$ cat src/rtl/receptor_serial.sv
// UART-style receiver for the Hamming(8,4) codeword feeding modulo_top.
// Idle-high line, 1 start bit, 8 data bits LSB first, 1 stop bit, fixed bit period.
module receptor_serial #(
  parameter int CLKS_PER_BIT = 16
) (
  input  logic       clk,
  input  logic       rst_n,
  input  logic       rx,
  output logic [7:0] palabra_rx,
  output logic       rx_valid,
  output logic       frame_error,
  output logic       busy,
  output logic [3:0] err_count
);

  localparam int HALF_BIT = CLKS_PER_BIT / 2;
  localparam int CNT_W    = (CLKS_PER_BIT > 1) ? $clog2(CLKS_PER_BIT) : 1;

  localparam logic [CNT_W-1:0] HALF_LAST = CNT_W'(HALF_BIT - 1);
  localparam logic [CNT_W-1:0] BIT_LAST  = CNT_W'(CLKS_PER_BIT - 1);

  localparam logic [2:0] ST_WAIT_IDLE = 3'd0;
  localparam logic [2:0] ST_IDLE      = 3'd1;
  localparam logic [2:0] ST_START     = 3'd2;
  localparam logic [2:0] ST_DATA      = 3'd3;
  localparam logic [2:0] ST_STOP      = 3'd4;

  logic             rx_meta;
  logic             rx_s;
  logic [2:0]       state;
  logic [CNT_W-1:0] cnt;
  logic [2:0]       bit_idx;
  logic [7:0]       shreg;

  assign busy = (state == ST_START) || (state == ST_DATA) || (state == ST_STOP);

  always_ff @(posedge clk or negedge rst_n) begin
    if (!rst_n) begin
      rx_meta     <= 1'b1;
      rx_s        <= 1'b1;
      state       <= ST_WAIT_IDLE;
      cnt         <= '0;
      bit_idx     <= '0;
      shreg       <= '0;
      palabra_rx  <= '0;
      rx_valid    <= 1'b0;
      frame_error <= 1'b0;
      err_count   <= '0;
    end else begin
      rx_meta     <= rx;
      rx_s        <= rx_meta;
      rx_valid    <= 1'b0;
      frame_error <= 1'b0;

      case (state)
        ST_WAIT_IDLE: begin
          if (rx_s) state <= ST_IDLE;
        end

        ST_IDLE: begin
          if (!rx_s) begin
            cnt     <= '0;
            bit_idx <= '0;
            state   <= ST_START;
          end
        end

        // A line that is high again at mid start bit was only a glitch.
        ST_START: begin
          if (cnt == HALF_LAST) begin
            cnt   <= '0;
            state <= rx_s ? ST_IDLE : ST_DATA;
          end else begin
            cnt <= cnt + 1'b1;
          end
        end

        ST_DATA: begin
          if (cnt == BIT_LAST) begin
            cnt     <= '0;
            shreg   <= {rx_s, shreg[7:1]};
            bit_idx <= bit_idx + 1'b1;
            if (bit_idx == 3'd7) state <= ST_STOP;
          end else begin
            cnt <= cnt + 1'b1;
          end
        end

        // Returning to IDLE right at the stop sample lets a back-to-back
        // frame's start edge be caught within the remaining half stop bit.
        ST_STOP: begin
          if (cnt == BIT_LAST) begin
            cnt <= '0;
            if (rx_s) begin
              palabra_rx <= shreg;
              rx_valid   <= 1'b1;
              state      <= ST_IDLE;
            end else begin
              frame_error <= 1'b1;
              if (err_count != 4'hF) err_count <= err_count + 1'b1;
              state <= ST_WAIT_IDLE;
            end
          end else begin
            cnt <= cnt + 1'b1;
          end
        end

        default: state <= ST_WAIT_IDLE;
      endcase
    end
  end

endmodule

$ cat config.mk
export PLATFORM = sky130hd
export DESIGN_NAME = receptor_serial
export DESIGN_NICKNAME = d
export VERILOG_FILES = /design/src/rtl/receptor_serial.sv
export SDC_FILE = /design/constraint.sdc
export NUM_CORES = 1
export LEC_CHECK = 0
export BUFFER_PORTS_ARGS = -buffer_cell sky130_fd_sc_hd__buf_2
export CORE_ASPECT_RATIO = 0.75
export CORE_MARGIN = 10
export CORE_UTILIZATION = 40
export CTS_BUF_LIST = sky130_fd_sc_hd__clkbuf_4 sky130_fd_sc_hd__clkbuf_8
export CTS_CLUSTER_DIAMETER = 100
export DETAILED_ROUTE_END_ITERATION = 7
export GPL_ROUTABILITY_DRIVEN = 0
export PLACE_DENSITY = 0.67
export REMOVE_ABC_BUFFERS = 1
export SLEW_MARGIN = 10
export SYNTH_ARGS = -nofsm -noshare
export SYNTH_HDL_FRONTEND = slang
export SYNTH_SLANG_ARGS = --single-unit
export TNS_END_PERCENT = 30
$ cat constraint.sdc
create_clock -name clk -period 4 [get_ports clk]
set_input_delay 0.2 -clock clk [delete_from_list [all_inputs] [get_ports clk]]
set_output_delay 0.2 -clock clk [all_outputs]
set_load 0.03 [all_outputs]
==> flow_summary.ini <==
[status]
outcome = finished, final reports clean

[pwr]
ir_worst_vdd_mv = 0.347
p_sw_uw = 278
clkPwrFrac = 0.277
seqPwrFrac = 0.497
power_density_mw_per_mm2 = 532
power_leakage_uw = 0.000906
pwr-share-comb = 0.226
p_int_uw = 663
power_uw = 941
switching_share = 0.295

[routing]
dr.pass1.iters = 4
route.detailed.drc = 0
via_per_inst = 5.11
via_count = 997
wl_per_cell_um = 14.3
drt_iter0_markers = 71
postRouteAntennaNets = 0
drt_wl_total_mm = 2.79

[clock_network]
htree_levels = 2
clk_pin_slew_ns = 0.07
clk_latency_ns = 0.28
cts_hold_buf = 1
clock_path_buffers = 2
cts.repair.resized = 0
cts-root-buf = clkbuf_8
cts.sinks = 34
postCtsSetupBuffers = 0
cts_tree = built
cts_buffers = 5

[setup_path]
critPathRequiredTime_ns = 4.17
crit_arrival_ns = 2.12
end_kind = flip-flop
critPathMaxFanout = 8
worstSetupStartpointType = flip-flop
critical_path_class = reg -> reg
ff2ff_path_depth = 5

[timing]
setup_ws_ns = 2.05
layout_min_cycle_time_ns = 1.95
maxSlewViolCount = 0
max_slew_margin = 0.515
skew_ns = 0.00254
rsz0062_at_grt = no
fmax_ghz = 0.513
tns_ns = 0
finalHoldViolCount = 0
setup_viol = 0
tightest_slew_ns = 0.727
post-route-period-util = 0.487
hold_ws_ns = 0.360

[global_routing]
grt_util_all_layers = 0.0911
met3_usage = 0.0376
grt_pass1_vias = 993
grt.met1_usage = 0.103
grt_pass1_wl_mm = 4.73
use_met2 = 0.142
grt_remaining_overflow = 0
antenna_found_initial = 0
grt_max_degree = 35
top_usage_layer = met2

[synthesis]
ys.flop_type = dfrtp_1
yosys_warnings = 0
yosysSeqAreaShare = 0.560
synth_cell_type_count = 36
synth_edf_count = 0
ys_ff_latch = 34
synth_top_area_frac = 0.526
syn_area_per_cell_um2 = 12.7
synth_area_mm2 = 0.00152
synthCells = 120
async_reset_ff_frac = 1.00
yosysTopAreaCell = dfrtp_1
synth_area_leaders = dfrtp_1 (53%), mux2_2 (14%), a22o_1 (4.0%)

[floorplan]
dieWidth_um = 91.2
start_util = 0.416
pin_count = 18
die-area_mm2 = 0.00670
core_mm2 = 0.00366
die_y_um = 73.4
core.rowCount = 19

[cells_and_area]
drive_gt1_frac = 0.343
layout_commonest_cell = dfrtp_1
syn2layout_area_growth_pct = 16.2
diodes = 0
final_cell_mix = dfrtp_1 (32), mux2_2 (19), buf_2 (17)
fin_nets = 149
nFillCells = 342

[job]
max-cap-violations = 0

[min_path]
whs_path_depth = 0
hp-class = reg -> reg

[placed_design]
portBuffers = 17
dpl.hpwl_mm = 2.04
post-place-ws_ns = 2.06
power by group through the flow:
| stage | combinational [µW] | clock, µW | sequential, µW |
|---|---|---|---|
| global placement | 200 | 0 | 467 |
| global route | 243 | 288 | 477 |
| finish | 213 | 261 | 468 |
| detailed placement | 211 | 0 | 474 |
| floorplan | 169 | 0 | 454 |
| CTS | 214 | 267 | 468 |
kinds of logic (layout without fill, tap and decap cells):
| family | after synthesis | after routing | synth area share |
|---|---|---|---|
| and+or+nand+nor | 29 | 29 | 0.117 |
| DFF | 34 | 34 | 0.560 |
| xor gates and xnor gates | 1 | 1 | 0.00575 |
| muxes | 21 | 21 | 0.154 |
| buffers and inverters | 7 | 30 | 0.0197 |
| AOI/OAI and AO/OA | 24 | 24 | 0.110 |
| adders and majority gates | 4 | 4 | 0.0329 |
flip-flops by register name (all words and copies together), names as in the netlist:
signal / count
palabra_rx: 8
shreg: 8
cnt: 4
err_count: 4
bit_idx: 3
state: 3
frame_error: 1
rx_meta: 1
rx_s: 1
rx_valid: 1
worst max-delay path, cell delays in order (launching register included):
cell	delay [ns]
dfrtp_1	0.38
ha_1	0.28
nand3_1	0.31
nor3_4	0.31
and2_1	0.21
mux2_2	0.34
metrics by stage:
step,cell area (µm²),util,cells
6_report,1770,0.483,195
3_3_place_gp,1650,0.452,185
2_1_floorplan,1500,-,116
3_5_place_dp,1650,0.452,185
4_1_cts,1760,0.481,194
5_1_grt,1770,0.483,195
synth_stat cells, drive strengths merged (2+ instances only):
master / number
nand3: 5
o21ai: 5
nand2: 5
nor2b: 3
a22o: 7
dfrtp: 32
mux2: 20
buf: 3
nand2b: 2
and2: 2
nor3: 2
and3: 3
dfstp: 2
inv: 3
ha: 4
a21oi: 4
path summary, 6_finish.rpt:
| kind | from | endpoint | slack (ns) |
|---|---|---|---|
| worst max register to register | cnt[0] | err_count[1] | 2.05 |
| max in group asynchronous | rst_n | rx_valid | 3.01 |
| worst min-delay path | rx_meta | rx_s | 0.36 |
| worst max-delay path | cnt[0] | err_count[1] | 2.05 |
| min in group asynchronous | rst_n | cnt[0] | 0.53 |
| worst min register to register | rx_meta | rx_s | 0.36 |
routing by layer:
metal  routed length (µm)  vias up
met3                  126        4
met5                    0        -
met2                 1320       20
met1                 1290      492
li1                     -      481
met4                   56        0
area by class of cell:
type / count / area, µm² / share of cell area
timing repair buffer: 19 / 105 / 0.0594
tap: 52 / 65.1 / 0.0368
sequential: 34 / 853 / 0.482
multi-input combinational: 79 / 639 / 0.361
clock buffer: 7 / 90.1 / 0.0509
clock inverter: 1 / 5.00 / 0.00283
inverter: 3 / 11.3 / 0.00636
No activity file was read; power rests on OpenSTA's default activity.
